### src/rtl/uart_pkg.sv
// Shared constants and FSM encoding for the configurable UART receiver.
// Reusable by a future transmitter in the same slice.
package uart_pkg;

    localparam logic [1:0] PAR_NONE = 2'b00;
    localparam logic [1:0] PAR_EVEN = 2'b01;
    localparam logic [1:0] PAR_ODD  = 2'b10;

    typedef enum logic [2:0] {
        IDLE,
        START,
        DATA,
        PARITY,
        STOP,
        BRK_WAIT
    } rx_state_t;

    function automatic logic par_enabled(input logic [1:0] mode);
        return (mode == PAR_EVEN) || (mode == PAR_ODD);
    endfunction

endpackage

### src/rtl/uart_baud_gen.sv
// Mod-(dvsr+1) oversample tick generator.
// The divisor is captured only while load_en is high.
module uart_baud_gen #(
    parameter int DVSR_W = 11
) (
    input  logic              clk,
    input  logic              reset,
    input  logic [DVSR_W-1:0] dvsr,
    input  logic              load_en,
    output logic              s_tick
);

    logic [DVSR_W-1:0] cnt;
    logic [DVSR_W-1:0] dvsr_l;

    // >= keeps the counter bounded if a smaller divisor is loaded mid-count
    always_ff @(posedge clk or posedge reset) begin
        if (reset) begin
            cnt    <= '0;
            dvsr_l <= '0;
        end else begin
            if (load_en)
                dvsr_l <= dvsr;
            if (cnt >= dvsr_l)
                cnt <= '0;
            else
                cnt <= cnt + 1'b1;
        end
    end

    assign s_tick = (cnt == dvsr_l);

endmodule

### src/rtl/uart_rx_cfg.sv
// Oversampled UART receiver with runtime parity/stop/baud selection
// and a one-entry read buffer carrying error status.
module uart_rx_cfg
    import uart_pkg::*;
#(
    parameter int DBIT   = 8,
    parameter int OS     = 16,
    parameter int DVSR_W = 11
) (
    input  logic              clk,
    input  logic              reset,
    input  logic [DVSR_W-1:0] dvsr,
    input  logic [1:0]        parity_mode,
    input  logic              stop2,
    input  logic              rx,
    input  logic              rd,
    output logic [DBIT-1:0]   rx_dout,
    output logic              rx_valid,
    output logic              rx_done_tick,
    output logic              parity_err,
    output logic              frame_err,
    output logic              overrun_err,
    output logic              break_det
);

    localparam int SW = $clog2(OS);
    localparam int NW = $clog2(DBIT);
    localparam logic [SW-1:0] S_LAST = SW'(OS - 1);
    localparam logic [SW-1:0] S_MID  = SW'(OS / 2 - 1);
    localparam logic [NW-1:0] N_LAST = NW'(DBIT - 1);

    rx_state_t state, state_d;
    logic [SW-1:0]   s, s_d;
    logic [NW-1:0]   n, n_d;
    logic [DBIT-1:0] b, b_d;
    logic [1:0]      par_l, par_d;
    logic            stop2_l, stop2_d;
    logic            perr_l, perr_d;
    logic            fe_l, fe_d;
    logic            pbit_l, pbit_d;
    logic [1:0]      sync;
    logic            rx_s;
    logic            s_tick;
    logic            stop_last;
    logic            fe_now;
    logic            frame_done;
    logic            brk;
    logic            load;

    uart_baud_gen #(.DVSR_W(DVSR_W)) u_baud (
        .clk    (clk),
        .reset  (reset),
        .dvsr   (dvsr),
        .load_en(state == IDLE),
        .s_tick (s_tick)
    );

    always_ff @(posedge clk or posedge reset) begin
        if (reset)
            sync <= 2'b11;
        else
            sync <= {sync[0], rx};
    end

    assign rx_s = sync[1];

    always_ff @(posedge clk or posedge reset) begin
        if (reset) begin
            state   <= IDLE;
            s       <= '0;
            n       <= '0;
            b       <= '0;
            par_l   <= PAR_NONE;
            stop2_l <= 1'b0;
            perr_l  <= 1'b0;
            fe_l    <= 1'b0;
            pbit_l  <= 1'b0;
        end else begin
            state   <= state_d;
            s       <= s_d;
            n       <= n_d;
            b       <= b_d;
            par_l   <= par_d;
            stop2_l <= stop2_d;
            perr_l  <= perr_d;
            fe_l    <= fe_d;
            pbit_l  <= pbit_d;
        end
    end

    always_comb begin
        state_d = state;
        s_d     = s;
        n_d     = n;
        b_d     = b;
        par_d   = par_l;
        stop2_d = stop2_l;
        perr_d  = perr_l;
        fe_d    = fe_l;
        pbit_d  = pbit_l;
        unique case (state)
            IDLE: begin
                if (!rx_s) begin
                    state_d = START;
                    s_d     = '0;
                    n_d     = '0;
                    par_d   = parity_mode;
                    stop2_d = stop2;
                    perr_d  = 1'b0;
                    fe_d    = 1'b0;
                    pbit_d  = 1'b0;
                end
            end
            START: begin
                if (s_tick) begin
                    if (s == S_MID) begin
                        s_d     = '0;
                        n_d     = '0;
                        state_d = rx_s ? IDLE : DATA;
                    end else begin
                        s_d = s + 1'b1;
                    end
                end
            end
            DATA: begin
                if (s_tick) begin
                    if (s == S_LAST) begin
                        s_d = '0;
                        b_d = {rx_s, b[DBIT-1:1]};
                        if (n == N_LAST) begin
                            n_d     = '0;
                            state_d = par_enabled(par_l) ? PARITY : STOP;
                        end else begin
                            n_d = n + 1'b1;
                        end
                    end else begin
                        s_d = s + 1'b1;
                    end
                end
            end
            PARITY: begin
                if (s_tick) begin
                    if (s == S_LAST) begin
                        s_d     = '0;
                        pbit_d  = rx_s;
                        perr_d  = ((^b) ^ rx_s) != (par_l == PAR_ODD);
                        state_d = STOP;
                    end else begin
                        s_d = s + 1'b1;
                    end
                end
            end
            STOP: begin
                if (s_tick) begin
                    if (s == S_LAST) begin
                        s_d  = '0;
                        fe_d = fe_now;
                        if (frame_done) begin
                            n_d     = '0;
                            state_d = brk ? BRK_WAIT : IDLE;
                        end else begin
                            n_d = 1'b1;
                        end
                    end else begin
                        s_d = s + 1'b1;
                    end
                end
            end
            BRK_WAIT: begin
                if (rx_s)
                    state_d = IDLE;
            end
            default: state_d = IDLE;
        endcase
    end

    // n counts stop bits in STOP: 0 = first (checked), 1 = second (timed only)
    always_comb begin
        stop_last    = (state == STOP) && s_tick && (s == S_LAST);
        fe_now       = (n == '0) ? ~rx_s : fe_l;
        frame_done   = stop_last && ((n != '0) || !stop2_l);
        brk          = frame_done && fe_now && (b == '0) && !pbit_l;
        load         = frame_done && (!rx_valid || rd);
        rx_done_tick = load;
        break_det    = brk;
    end

    always_ff @(posedge clk or posedge reset) begin
        if (reset) begin
            rx_dout     <= '0;
            rx_valid    <= 1'b0;
            parity_err  <= 1'b0;
            frame_err   <= 1'b0;
            overrun_err <= 1'b0;
        end else if (frame_done) begin
            if (load) begin
                rx_dout     <= b;
                rx_valid    <= 1'b1;
                parity_err  <= perr_l;
                frame_err   <= fe_now;
                overrun_err <= 1'b0;
            end else begin
                overrun_err <= 1'b1;
            end
        end else if (rd) begin
            rx_valid    <= 1'b0;
            parity_err  <= 1'b0;
            frame_err   <= 1'b0;
            overrun_err <= 1'b0;
        end
    end

endmodule

### config.mk
export PLATFORM = sky130hd
export DESIGN_NAME = uart_rx_cfg
export DESIGN_NICKNAME = d
export VERILOG_FILES = /design/src/rtl/uart_pkg.sv /design/src/rtl/uart_baud_gen.sv /design/src/rtl/uart_rx_cfg.sv
export SDC_FILE = /design/constraint.sdc
export NUM_CORES = 1
export LEC_CHECK = 0
export BUFFER_PORTS_ARGS = -buffer_cell sky130_fd_sc_hd__buf_2
export CAP_MARGIN = 40
export CORE_MARGIN = 2
export CORE_UTILIZATION = 53
export CTS_CLUSTER_SIZE = 24
export DETAILED_ROUTE_END_ITERATION = 16
export GPL_TIMING_DRIVEN = 0
export HOLD_SLACK_MARGIN = 0.02
export MAX_ROUTING_LAYER = met4
export PLACE_DENSITY_LB_ADDON = 0.25
export SLEW_MARGIN = 20
export SYNTH_ARGS = -nofsm -noshare
export SYNTH_HDL_FRONTEND = slang
export SYNTH_SLANG_ARGS = --single-unit
### constraint.sdc
create_clock -name clk -period 2 [get_ports clk]
set_input_delay 0.1 -clock clk [delete_from_list [all_inputs] [get_ports clk]]
set_output_delay 0.1 -clock clk [all_outputs]
set_load 0.01 [all_outputs]
# Yosys cells after proc, flatten, opt, wreduce, memory -nomap -nowiden
# Cells that the tools add are included.
[totals]
register_bits = 60
out_inout_bits = 14
[classes]
n_eq_ne = 26
n_bitwise = 2
add_sub_neg = 3
n_reduce_logical = 33
mux = 53
order_cmp = 1
[op_table]
columns = ["op", "n"]
rows = [
  ["$mux W3", 22],
  ["$ne A2 B2 Y1 const B", 13],
  ["$mux W4", 5],
  ["$mux W1", 18],
  ["$pmux W3 S6", 1],
  ["$pmux W3 S4", 1],
  ["$pmux W4 S3", 1],
  ["$reduce_and A12 Y1", 1],
  ["$reduce_and A4 Y1", 3],
  ["$add A11 B1 Y11 const B", 1],
  ["$eq A11 B11 Y1", 1],
  ["$ge A11 B11 Y1", 1],
  ["$mux W11", 1],
  ["$eq A3 B3 Y1 const B", 3],
  ["$logic_not A8 Y1", 1],
  ["$reduce_and A8 Y1", 1],
  ["$reduce_xor A8 Y1", 1],
  ["$logic_and A1 B1 Y1", 7],
  ["$eq A3 B2 Y1 const B", 2],
  ["$logic_not A3 Y1", 2],
  ["$pmux W1 S2", 3],
  ["$reduce_and A2 Y1", 3],
  ["$reduce_bool A2 Y1", 3],
  ["$reduce_bool A3 Y1", 2],
  ["other kinds (17)", 21],
]

# Depth between registers and ports, before layout
[logic_depth]
depth_word = 12
mapped_depth = 8

# Cells and area by module
# A second synthesis with hierarchy kept.
[unflattened]
cells_unflattened = 327
hier_area_um2 = 3211.8
[modules_own_cells]
columns = ["module", "cells_per_inst", "area_each_um2", "n_inst"]
rows = [
  ["uart_rx_cfg", 204, 1974.4, 1],
  ["uart_baud_gen", 123, 1237.4, 1],
]

# Least setup slack after synthesis
# OpenSTA, ideal clock, no wires.
[synth_path]
kind = "register to register"
from = "register u_baud.cnt[8]"
to = "register state[0]"
setup_ns = 0.125
arrival_time_ns = 1.967
path_buffers = 0
stages_incl_launch_ff = 7
slack_ns = -0.092
cell_sequence = "dfrtp_1 > ha_1 > nand4_1 > nor4_4 > a21oi_1 > nor2_1 > mux2_2"
[synth_via]
elab_chain_len = 12
[synth_rtl]
columns = ["element", "line_no", "source"]
rows = [
  ["start, declared", "uart_baud_gen.sv:13", "logic [DVSR_W-1:0] cnt;"],
  ["start signal, assigned", "uart_baud_gen.sv:27", "cnt <= cnt + 1'b1;"],
  ["$eq A11 B11 Y1 (*)", "uart_baud_gen.sv:31", "assign s_tick = (cnt == dvsr_l);"],
  ["$logic_and A1 B1 Y1 (2 in series)", "uart_rx_cfg.sv:179", "stop_last = (state == STOP) && s_tick && (s == S_LAST);"],
  ["$logic_and A1 B1 Y1", "uart_rx_cfg.sv:181", "frame_done = stop_last && ((n != '0) || !stop2_l);"],
  ["$logic_and A1 B1 Y1 (3 in series)", "uart_rx_cfg.sv:182", "brk = frame_done && fe_now && (b == '0) && !pbit_l;"],
  ["$mux W3", "uart_rx_cfg.sv:160", "state_d = brk ? BRK_WAIT : IDLE;"],
  ["$mux W3", "uart_rx_cfg.sv:158", "if (frame_done) begin"],
  ["$mux W3", "uart_rx_cfg.sv:155", "if (s == S_LAST) begin"],
  ["$mux W3", "uart_rx_cfg.sv:154", "if (s_tick) begin"],
  ["$pmux W3 S6", "uart_rx_cfg.sv:101", "unique case (state)"],
  ["end signal, assigned", "uart_rx_cfg.sv:79", "state <= state_d;"],
  ["end, declared", "uart_rx_cfg.sv:32", "rx_state_t state, state_d;"],
]
# Every way passes the cells marked *; elsewhere a longest branch is shown, timed or not. The select of a mux whose other input is x is not followed.
# A chain may end at the register's enable or synchronous reset.

# Final worst setup path
[layout_path]
from = "register u_baud.cnt[10]"
to = "register state[2]"
# Same word-level chain as after synthesis.

==> results.py <==
metrics = {
    "sta": {
        "slew_headroom": 0.629,
        "tightest_slew_ns": 0.555,
        "period_minus_slack_ns": 2.21,
        "setup_viol": 31,
        "slew_violations": 0,
        "finalClockSkew_ns": 0.0114,
        "rsz0062_at_grt": "yes",
        "clock.fmax_mhz": 452,
        "timing.final.ws_setup_ns": -0.210,
        "finalHoldViolations": 0,
        "fin_crit_sh": 1.11,
    },
    "yosys": {
        "yosysWarnings": 0,
        "postSynthAreaPerCell_um2": 9.51,
        "synth_flop_cell": "dfrtp_1",
        "synth_cell_types": 49,
        "synth_top_area_frac": 0.460,
        "synth_edf_count": 0,
        "syn_inst": 332,
        "syn_nets": 371,
        "ys_seq_area_frac": 0.476,
        "synth_area_leader_cell": "dfrtp_1",
        "ys_async_sr_fraction": 1.00,
        "ys_top_cells_by_area": "dfrtp_1 46%, ha_1 8.3%, nand2_1 6.2%",
        "yosys_register_bits": 60,
        "synth_area_um2": 3160,
    },
    "global_route": {
        "grt_overflow": 0,
        "grt_use_total": 0.254,
        "grt_max_degree": 33,
        "grt_pass1_vias": 2693,
        "antenna_found_initial": 0,
        "grt_pass1_wl_mm": 12.3,
    },
    "power_and_ir_drop": {
        "peakVddDrop_mv": 0.643,
        "total_power_uw": 3020,
        "p_per_area_nw_per_um2": 700,
        "p_leak_uw": 0.00205,
    },
    "clock_network": {
        "htreeDepth": 3,
        "clk_latency_ns": 0.34,
        "cts.sinks": 60,
        "clockBufferDepth": 2,
        "cts_tree": "yes",
        "cts.clk_slew.worst_paths_ns": 0.07,
        "root_buffer": "clkbuf_8",
        "cts_buffers": 9,
    },
    "layout": {
        "num_antenna_cells": 0,
        "final_cells": 504,
        "area_growth_syn_to_layout_pct": 36.6,
        "utilization": 0.737,
        "design_area_um2": 4310,
        "seq_area_um2": 1500,
        "fillers": 377,
        "drive_gt1_frac": 0.333,
        "multiInputGateArea_um2": 1680,
        "nets": 463,
    },
    "worst_setup_path": {
        "reg2reg_depth": 9,
        "regToRegSetupSlack_ns": -0.21,
        "r2r_end": "state[2]",
        "cp_cell_sequence": "ha_4 > nand4_1 > buf_6 > nor4_4 > buf_4 > buf_4 > a21oi_2 > nor2_2 > mux2_4",
        "endpoint": "state[2]",
        "critical-path-slowest-cell": "dfrtp_1",
        "max_stage_delay_ns": 0.43,
        "crit_type": "reg2reg",
        "crit_fanout": 4,
        "cp-end-kind": "register",
        "r2r_start": "u_baud.cnt[10]",
        "crit_path_frequent_cell": "buf_4",
        "worst_ep_arrival_time_ns": 2.43,
        "setup.worst_path.start_class": "register",
        "crit_start": "u_baud.cnt[10]",
        "required_ns": 2.22,
    },
    "placed_design": {
        "place_hpwl_mm": 4.77,
        "portBuffers": 31,
        "placed_cells": 440,
        "dp_slack_ns": -0.395,
        "place_congestion": 0.869,
        "dpl-instance-area_um2": 3430,
    },
    "die": {
        "num_rows": 28,
        "start_util": 0.540,
        "coreArea_um2": 5850,
        "ioPinCount": 32,
        "die_w_um": 81.2,
        "die_h_um": 81.2,
        "fp.dieArea_um2": 6590,
    },
    "min_path": {
        "hold_class": "in2async",
    },
    "drt": {
        "firstDrtPassIters": 5,
        "wl_per_cell_um": 16.7,
        "routed_via_density": 5.51,
        "via_count": 2776,
        "wirelength_mm": 8.40,
        "postRouteAntennaNets": 0,
        "drt_iter0_markers": 193,
        "drc_errors": 0,
    },
    "run_status": {
        "violations": "setup timing",
        "outcome": "finished with violations",
    },
    "run": {
        "drv_cap": 0,
    },
}
cells in the mapped netlist (3+ instances only):
library cell   n
dfrtp_1       58
nand2_1       52
o21ai_0       37
inv_1         30
ha_1          21
nor3_1        17
nor2_1        12
a21oi_1       10
nand3_1        9
xnor2_1        9
xor2_1         7
nand2b_1       6
buf_2          5
clkbuf_1       4
mux2_2         4
nor2b_1        4
o21a_1         4
mux2i_1        3
nand4_1        3
flip-flops by register name (all words and copies together) (netlist names):
signal         flops
rx_valid           1
b                  8
n                  3
u_baud.dvsr_l     11
par_l              2
sync               2
frame_err          1
fe_l               1
stop2_l            1
s                  4
u_baud.cnt        11
overrun_err        1
state              3
perr_l             1
rx_dout            8
parity_err         1
pbit_l             1
power by group:
part / switching, uW / total, uW / internal, uW / leakage [uW]
clock: 495 / 1010 / 513 / 0.0000884
combinational: 319 / 610 / 291 / 0.00118
sequential: 91.6 / 1400 / 1310 / 0.000779
total: 906 / 3020 / 2110 / 0.00205
metal layers:
layer	GRT usage	vias up	routed length (um)
li1	-	1323	-
met1	0.296	1341	3430
met2	0.425	89	4420
met3	0.0533	23	329
met4	0.110	0	214
met5	-	-	0
cell type report:
class,count,area share
Multi-Input combinational cell,231,0.390
Sequential cell,60,0.349
Timing Repair Buffer,81,0.154
Clock buffer,12,0.0360
Inverter,30,0.0267
Tap cell,75,0.0218
Buffer,11,0.0165
Clock inverter,4,0.00580
cell families after synthesis:
logic type / synth area share
AND/OR/NAND/NOR: 0.193
AO/OA/AOI/OAI: 0.121
flip-flops: 0.476
buffers and inverters: 0.0579
adder cells (fa/ha/maj): 0.0832
XOR/XNOR: 0.0444
multiplexers: 0.0238
placed cells by master (no fill, tap or decap), drive strengths merged, types with 5 or more instances in the layout:
| cell | synthesis | final |
|---|---|---|
| a21oi | 10 | 10 |
| buf | 8 | 71 |
| clkbuf | 4 | 16 |
| dfrtp | 58 | 58 |
| dlygate4sd3 | 0 | 17 |
| ha | 21 | 21 |
| inv | 30 | 30 |
| nand2 | 52 | 53 |
| nand2b | 6 | 6 |
| nand3 | 10 | 10 |
| nor2 | 12 | 12 |
| nor2b | 5 | 5 |
| nor3 | 18 | 18 |
| o21ai | 37 | 37 |
| xnor2 | 9 | 9 |
| xor2 | 7 | 7 |
worst min-delay path by stage:
stage	to	slack [ns]	start
global route	u_baud.dvsr_l[10]	0.33	reset
global placement	sync[0]	0.21	rx
detailed placement	u_baud.dvsr_l[7]	0.12	reset
CTS	u_baud.dvsr_l[9]	0.30	reset
floorplan	sync[0]	0.10	rx
finish	u_baud.dvsr_l[9]	0.29	reset
critical path, delay by kind of cell (launching register included):
kind	cells	cell delay, ns
buffers and inverters	3	0.46
multiplexers	1	0.32
AND/OR/NAND/NOR	3	0.52
flip-flops	1	0.43
adder cells (fa/ha/maj)	1	0.30
AO/OA/AOI/OAI	1	0.06
timing repair:
action                                  4_1_cts  5_1_grt
endpoints found under the hold margin        43        0
gates resized for setup                      14       63
endpoints found under the setup margin       40       42
setup buffers                                16       13
pin swaps                                     7       15
gates cloned                                  0        3
hold buffers                                 17        0
stage by stage:
| step | hold WS, ns | setup TNS [ns] |
|---|---|---|
| after floorplan | 0.104 | -0.0810 |
| after global placement | 0.206 | -30.41 |
| after detailed placement | 0.124 | -11.48 |
| after CTS | 0.305 | -0.456 |
| after global routing | 0.328 | -4.20 |
| final | 0.290 | -2.70 |
Power figures use the tool's default switching activity.
